<file path="config.mk">
export PLATFORM = sky130hd
export DESIGN_NAME = reg_bus_sequencer_flat
export DESIGN_NICKNAME = d
export VERILOG_FILES = /design/src/rtl/reg_bus_sequencer_pkg.sv /design/src/rtl/reg_bus_sequencer_if.sv /design/src/rtl/reg_bus_sequencer_rr_arbiter.sv /design/src/rtl/reg_bus_sequencer.sv /design/src/flat_wrapper.sv
export SDC_FILE = /design/constraint.sdc
export NUM_CORES = 1
export LEC_CHECK = 0
export BUFFER_PORTS_ARGS = -buffer_cell sky130_fd_sc_hd__buf_2
export CORE_MARGIN = 5
export CORE_UTILIZATION = 48
export DETAILED_ROUTE_END_ITERATION = 8
export PLACE_DENSITY = 0.86
export SLEW_MARGIN = 10
export SYNTH_ARGS = -nofsm -noshare
export SYNTH_HDL_FRONTEND = slang
export SYNTH_SLANG_ARGS = --single-unit
export TNS_END_PERCENT = 50
</file>
<file path="constraint.sdc">
create_clock -name clk -period 8 [get_ports clk]
set_clock_uncertainty 0.1 [all_clocks]
set_input_delay 1.6 -clock clk [delete_from_list [all_inputs] [get_ports clk]]
set_output_delay 1.6 -clock clk [all_outputs]
set_load 0.005 [all_outputs]
</file>
<file path="src/rtl/reg_bus_sequencer_pkg.sv">
// Shared types for the register-bus sequencer: op codes, FSM states and the
// index-width helper used to size register and requester indices.
package reg_seq_pkg;

    typedef enum logic [1:0] {
        OP_MOV = 2'd0,
        OP_LDI = 2'd1,
        OP_CLR = 2'd2,
        OP_RD  = 2'd3
    } op_t;

    typedef enum logic [1:0] {
        S_IDLE,
        S_EXEC,
        S_FIN
    } state_t;

    // A single-entry index still needs one bit to be a legal vector.
    function automatic int idx_w(input int n);
        return (n > 1) ? $clog2(n) : 1;
    endfunction

endpackage

</file>
<file path="src/rtl/reg_bus_sequencer_if.sv">
// Requester ports, register-bank strobes and the OR-combined bus value.
// master = requesters plus register bank, slave = the sequencer.
interface reg_bus_sequencer_if
    import reg_seq_pkg::*;
#(
    parameter int WORD_WIDTH = 16,
    parameter int NUM_REGS   = 8,
    parameter int NUM_REQ    = 4
);
    localparam int IDX_W = idx_w(NUM_REGS);

    logic [NUM_REQ-1:0]            req_valid;
    logic [NUM_REQ-1:0]            req_ready;
    logic [NUM_REQ*2-1:0]          req_op;
    logic [NUM_REQ*IDX_W-1:0]      req_src;
    logic [NUM_REQ*IDX_W-1:0]      req_dst;
    logic [NUM_REQ*WORD_WIDTH-1:0] req_imm;
    logic [NUM_REQ-1:0]            done;
    logic                          err;
    logic [WORD_WIDTH-1:0]         rsp_data;
    logic                          rsp_valid;
    logic [NUM_REGS-1:0]           reg_oe;
    logic [NUM_REGS-1:0]           reg_we;
    logic [WORD_WIDTH-1:0]         imm_out;
    logic [WORD_WIDTH-1:0]         bus_in;

    modport master (
        output req_valid, req_op, req_src, req_dst, req_imm, bus_in,
        input  req_ready, done, err, rsp_data, rsp_valid, reg_oe, reg_we, imm_out
    );

    modport slave (
        input  req_valid, req_op, req_src, req_dst, req_imm, bus_in,
        output req_ready, done, err, rsp_data, rsp_valid, reg_oe, reg_we, imm_out
    );

endinterface

</file>
<file path="src/rtl/reg_bus_sequencer_rr_arbiter.sv">
// Combinational round-robin arbiter: first asserted request at or after the
// pointer wins, returned both one-hot and as an index.
module rr_arbiter
    import reg_seq_pkg::*;
#(
    parameter int N  = 4,
    parameter int IW = idx_w(N)
) (
    input  logic [N-1:0]  i_req,
    input  logic [IW-1:0] i_ptr,
    output logic [N-1:0]  o_gnt,
    output logic [IW-1:0] o_idx
);
    logic          w_found;
    logic [IW-1:0] w_k;

    // NOTE: every signal written here gets a default first, so no path through the loop can infer a latch.
    always_comb begin
        o_gnt   = '0;
        o_idx   = '0;
        w_found = 1'b0;
        w_k     = '0;
        for (int i = 0; i < N; i++) begin
            w_k = IW'((int'(i_ptr) + i) % N);
            if (!w_found && i_req[w_k]) begin
                w_found    = 1'b1;
                o_gnt[w_k] = 1'b1;
                o_idx      = w_k;
            end
        end
    end

endmodule

</file>
<file path="src/rtl/reg_bus_sequencer.sv">
// Register-bus sequencer: accepts one request round-robin, drives a single
// cycle of registered oe/we/imm strobes, then pulses done to the winner.
module reg_bus_sequencer
    import reg_seq_pkg::*;
#(
    parameter int WORD_WIDTH = 16,
    parameter int NUM_REGS   = 8,
    parameter int NUM_REQ    = 4
) (
    input  logic               clk,
    input  logic               rst,
    reg_bus_sequencer_if.slave bus
);
    localparam int IDX_W = idx_w(NUM_REGS);
    localparam int PTR_W = idx_w(NUM_REQ);

    state_t                r_state, w_next_state;
    logic [PTR_W-1:0]      r_ptr, w_idx;
    logic [NUM_REQ-1:0]    r_win, w_gnt;
    op_t                   r_op, w_op;
    logic                  r_bad, w_bad, w_accept;
    logic [IDX_W-1:0]      w_src, w_dst;
    logic [WORD_WIDTH-1:0] w_imm, r_imm, w_imm_nxt, r_rsp_data;
    logic [NUM_REGS-1:0]   r_oe, r_we, w_oe_nxt, w_we_nxt;
    logic                  w_src_bad, w_dst_bad, w_fin;

    rr_arbiter #(.N(NUM_REQ), .IW(PTR_W)) u_arb (
        .i_req (bus.req_valid),
        .i_ptr (r_ptr),
        .o_gnt (w_gnt),
        .o_idx (w_idx)
    );

    assign w_op  = op_t'(bus.req_op[w_idx*2 +: 2]);
    assign w_src = bus.req_src[w_idx*IDX_W +: IDX_W];
    assign w_dst = bus.req_dst[w_idx*IDX_W +: IDX_W];
    assign w_imm = bus.req_imm[w_idx*WORD_WIDTH +: WORD_WIDTH];

    // Only the index fields an op actually uses are range checked.
    assign w_src_bad = int'(w_src) >= NUM_REGS;
    assign w_dst_bad = int'(w_dst) >= NUM_REGS;
    assign w_bad     = ((w_op == OP_MOV || w_op == OP_RD) && w_src_bad) ||
                       ((w_op != OP_RD) && w_dst_bad);

    always_comb begin
        w_next_state = r_state;
        w_accept     = 1'b0;
        w_oe_nxt     = '0;
        w_we_nxt     = '0;
        w_imm_nxt    = '0;
        case (r_state)
            S_IDLE: begin
                if (|bus.req_valid) begin
                    w_accept     = 1'b1;
                    w_next_state = S_EXEC;
                    if (!w_bad) begin
                        case (w_op)
                            OP_MOV: begin
                                w_oe_nxt = NUM_REGS'(1) << w_src;
                                w_we_nxt = NUM_REGS'(1) << w_dst;
                            end
                            OP_LDI: begin
                                w_we_nxt  = NUM_REGS'(1) << w_dst;
                                w_imm_nxt = w_imm;
                            end
                            OP_CLR:  w_we_nxt = NUM_REGS'(1) << w_dst;
                            OP_RD:   w_oe_nxt = NUM_REGS'(1) << w_src;
                            default: ;
                        endcase
                    end
                end
            end
            S_EXEC:  w_next_state = S_FIN;
            S_FIN:   w_next_state = S_IDLE;
            default: w_next_state = S_IDLE;
        endcase
    end

    // NOTE: sequential state uses non-blocking assignments so every register samples pre-edge values.
    always_ff @(posedge clk) begin
        if (rst) r_state <= S_IDLE;
        else     r_state <= w_next_state;
    end

    // Strobes are registered in the accept cycle so they are live for EXEC only.
    always_ff @(posedge clk) begin
        if (rst) begin
            r_ptr      <= '0;
            r_win      <= '0;
            r_op       <= OP_MOV;
            r_bad      <= 1'b0;
            r_oe       <= '0;
            r_we       <= '0;
            r_imm      <= '0;
            r_rsp_data <= '0;
        end else begin
            r_oe  <= w_oe_nxt;
            r_we  <= w_we_nxt;
            r_imm <= w_imm_nxt;
            if (w_accept) begin
                r_win <= w_gnt;
                r_op  <= w_op;
                r_bad <= w_bad;
                r_ptr <= (int'(w_idx) == NUM_REQ - 1) ? '0 : w_idx + 1'b1;
            end
            if (r_state == S_EXEC && r_op == OP_RD && !r_bad)
                r_rsp_data <= bus.bus_in;
        end
    end

    // Combinational handshake outputs are masked while reset is held.
    assign w_fin         = (r_state == S_FIN) && !rst;
    assign bus.req_ready = (w_accept && !rst) ? w_gnt : '0;
    assign bus.done      = w_fin ? r_win : '0;
    assign bus.err       = w_fin && r_bad;
    assign bus.rsp_valid = w_fin && (r_op == OP_RD) && !r_bad;
    assign bus.rsp_data  = r_rsp_data;
    assign bus.reg_oe    = r_oe;
    assign bus.reg_we    = r_we;
    assign bus.imm_out   = r_imm;

endmodule

</file>
<file path="src/flat_wrapper.sv">
// flat-port wrapper written by rule: the top's interface ports become plain ports
module reg_bus_sequencer_flat import reg_seq_pkg::*;
#(
    parameter int WORD_WIDTH = 16,
    parameter int NUM_REGS   = 8,
    parameter int NUM_REQ    = 4
)
  (clk, rst, bus_req_valid, bus_req_op, bus_req_src, bus_req_dst, bus_req_imm, bus_bus_in, bus_req_ready, bus_done, bus_err, bus_rsp_data, bus_rsp_valid, bus_reg_oe, bus_reg_we, bus_imm_out);
  reg_bus_sequencer_if #(.WORD_WIDTH(WORD_WIDTH), .NUM_REGS(NUM_REGS), .NUM_REQ(NUM_REQ)) bus_i ();
  input  logic clk;
  input  logic rst;
  input wire logic [$bits(bus_i.req_valid)-1:0] bus_req_valid;
  input wire logic [$bits(bus_i.req_op)-1:0] bus_req_op;
  input wire logic [$bits(bus_i.req_src)-1:0] bus_req_src;
  input wire logic [$bits(bus_i.req_dst)-1:0] bus_req_dst;
  input wire logic [$bits(bus_i.req_imm)-1:0] bus_req_imm;
  input wire logic [$bits(bus_i.bus_in)-1:0] bus_bus_in;
  output wire logic [$bits(bus_i.req_ready)-1:0] bus_req_ready;
  output wire logic [$bits(bus_i.done)-1:0] bus_done;
  output wire logic [$bits(bus_i.err)-1:0] bus_err;
  output wire logic [$bits(bus_i.rsp_data)-1:0] bus_rsp_data;
  output wire logic [$bits(bus_i.rsp_valid)-1:0] bus_rsp_valid;
  output wire logic [$bits(bus_i.reg_oe)-1:0] bus_reg_oe;
  output wire logic [$bits(bus_i.reg_we)-1:0] bus_reg_we;
  output wire logic [$bits(bus_i.imm_out)-1:0] bus_imm_out;
  assign bus_i.req_valid = bus_req_valid;
  assign bus_i.req_op = bus_req_op;
  assign bus_i.req_src = bus_req_src;
  assign bus_i.req_dst = bus_req_dst;
  assign bus_i.req_imm = bus_req_imm;
  assign bus_i.bus_in = bus_bus_in;
  assign bus_req_ready = bus_i.req_ready;
  assign bus_done = bus_i.done;
  assign bus_err = bus_i.err;
  assign bus_rsp_data = bus_i.rsp_data;
  assign bus_rsp_valid = bus_i.rsp_valid;
  assign bus_reg_oe = bus_i.reg_oe;
  assign bus_reg_we = bus_i.reg_we;
  assign bus_imm_out = bus_i.imm_out;
  reg_bus_sequencer #(.WORD_WIDTH(WORD_WIDTH), .NUM_REGS(NUM_REGS), .NUM_REQ(NUM_REQ)) u_core (.clk(clk), .rst(rst), .bus(bus_i));
endmodule
</file>
==> impl_metrics.yaml <==
critical_path:
  critPathArrivalTime_ps: 3330
  crit_required_ps: 6300
  critPathKind: "input port to output pin"
  crit_fanout: 12
  crit_path_end_kind: "output pin"
  cp-start-kind: "input port"
synthesis:
  syn-num-nets: 464
  muxShareOfSynthArea_pct: 19.02
  avgSynthCellArea_sq_um: 9.393
  seq_area_frac_synth_pct: 36.46
  synthCells: 339
  yosys.area_share.simple_pct: 18.31
  ys_types: 49
  ys_async_sr_fraction_pct: 0
  synth-compound-area-share_pct: 17.37
  yosysMostFrequentCell: "dfxtp_1"
  ys_seq_elements: 58
  synth_area_leader_cell: "dfxtp_1"
  yosysTopAreaCellShare_pct: 36.46
  syn-cell-area_sq_um: 3184
  synthTopCellsByArea: "dfxtp_1 36%, mux2i_1 13%, a211oi_1 7.5%"
  synth_edf_count: 0
  synthAdderAreaFrac_pct: 2.750
  synth_top_cells_by_count: "58 x dfxtp_1, 41 x mux2i_1, 40 x nand2_1"
  synth_ff_type: "dfxtp_1"
  synth_top_family_by_area: "multiplexers"
  ys_warn_count: 0
  synthXorXnorAreaFrac_pct: 0.7859
global_route:
  grt.total_usage_pct: 21.19
  grt_pass1_vias: 3149
  use_met3_pct: 5.041
  grt-busiest-layer: "met2"
  grt_max_degree: 49
  overflow: 0
  met2_usage_pct: 35.74
  met1_usage_pct: 25.96
  grt_pass1_wl_um: 14690
  antenna_found_initial: 0
route:
  wl_per_cell_um: 15.89
  wl_um: 9281
  drt_iter0_drc: 87
  vias_per_cell: 5.380
  drtAntennaViolNets: 0
  drc: 0
  vias: 3142
  dr.pass1.iters: 4
clock_tree:
  ctsRootBufferMaster: "clkbuf_8"
  cts_buffer_depth: 2
  htree_levels: 3
  clk_latency_ps: 320
  cts_buffers: 9
  cts_resized: 0
  holdBufCountCts: 0
  cts.sinks: 58
  cts_setup_buffers: 0
  clkTransAtPathRegs_ps: 70
  cts_tree: "yes"
place:
  portBuffers: 174
  place_area_sq_um: 4064
  hpwl_um: 7369
  dp_worst_setup_slack_ps: 3023
  gp_congestion: 0.8437
finish:
  drive_gt1_share_pct: 41.62
  fin_area_sq_um: 4289
  nFillCells: 509
  antenna_cells: 0
  regArea_sq_um: 1161
  fin_util_pct: 67.16
  nets: 627
  area_growth_pct: 34.70
  multi_input_area_sq_um: 1879
sta:
  tns_ps: 0
  min_period_ps: 5026
  drv_slew: 0
  rsz0062_at_grt: "no"
  slew_headroom_pct: 44.10
  finalHoldViolCount: 0
  timing.final.ws_setup_ps: 2974
  tightest_slew_ps: 832.1
  post-route-period-util_pct: 62.82
  setup_viol: 0
  fmax_mhz: 199.0
run:
  max_cap_violations: 0
power:
  p_total_mw: 1.219
  power.density_nw_per_um2: 284.1
  vdd_ir_drop_max_mv: 0.1635
  p_leak_nw: 2.147
worst_hold_path:
  holdCritPathClass: "register to register"
die:
  ios: 176
  rows: 29
  die_y_um: 91.45
  die_x_um: 91.45
  core_sq_um: 6386
  dieArea_sq_um: 8363
  start_util_pct: 49.86
run_status:
  status: "finished clean"
==> worst max-delay path: stages <==
cell	delay, ps
buf_2	190
nor4_1	100
nor3_1	650
nand2b_1	340
a21oi_1	280
buf_2	160
==> power by group <==
| part | total [mW] | switching [mW] | internal (mW) |
|---|---|---|---|
| logic | 0.558 | 0.310 | 0.248 |
| registers | 0.358 | 0.0282 | 0.330 |
| clock network | 0.302 | 0.125 | 0.177 |
==> cell usage in the layout (no fill, tap or decap), types with 2 or more instances in the layout <==
master      netlist  routed
mux4_2            5       5
ha_1              7       7
nor4_1            9       9
dfxtp_1          58      58
clkbuf_8          0       9
nand3b_1          4       4
and3_1            5       5
clkinv_4          0       2
a21o_1            4       4
buf_4             3       2
nor3b_1           4       4
nor2_1            8       8
a211oi_2          2       2
a211oi_1         32      32
and2_1           18      18
inv_1            11      11
nor3_1            5       5
nand2_1          40      40
buf_2            12     174
mux2i_1          41      41
a21oi_1          22      22
bufinv_16         0       2
nand2b_1          4       4
a22o_1            4       4
and2_0            3       3
clkinvlp_4        0       2
mux2_2            5       5
==> stage by stage <==
step           hold slack, ps  std cells
2_1_floorplan           318.1        339
3_3_place_gp            339.0        568
3_5_place_dp            335.9        568
4_1_cts                 352.3        584
5_1_grt                 367.3        584
6_report                352.0        584
==> state kept, by name, indices dropped and copies added (netlist names) <==
| signal | flops |
|---|---|
| u_core.bus.rsp_data | 16 |
| u_core.bus.reg_we | 8 |
| u_core.r_state | 2 |
| u_core.r_win | 4 |
| u_core.bus.imm_out | 16 |
| u_core.r_ptr | 2 |
| u_core.r_op | 2 |
| u_core.bus.reg_oe | 8 |
==> worst paths after layout <==
path / start / endpoint / slack, ps / depth (start not counted)
setup reg to reg: u_core.r_ptr[0] / u_core.bus.reg_oe[2] / 3720 / 9
hold / removal: u_core.r_win[1] / u_core.r_win[1] / 350 / 1
setup / recovery: bus_req_valid[3] / bus_req_ready[3] / 2970 / 6
hold reg to reg: u_core.r_win[1] / u_core.r_win[1] / 350 / 1
==> cells by family after synthesis <==
group | Yosys count
AO/OA/AOI/OAI | 75
XOR/XNOR | 2
adder cells (fa/ha/maj) | 7
buffers and inverters | 35
flip-flops | 58
multiplexers | 52
other | 1
AND/OR/NAND/NOR | 109
==> layer usage <==
metal | vias to the layer above | routed length [um]
met5 | - | 0
met4 | 0 | 202
met3 | 22 | 689
met2 | 136 | 4573
met1 | 1421 | 3816
li1 | 1563 | -
==> layout make-up <==
cell class,count,area share [%]
timing repair buffer,176,20.65
clock buffer,9,2.888
tap,77,2.246
multi-input combinational,246,43.82
inverter,11,0.9627
clock inverter,7,2.363
sequential,58,27.07
Note: power is estimated with default switching activity, not from simulation.
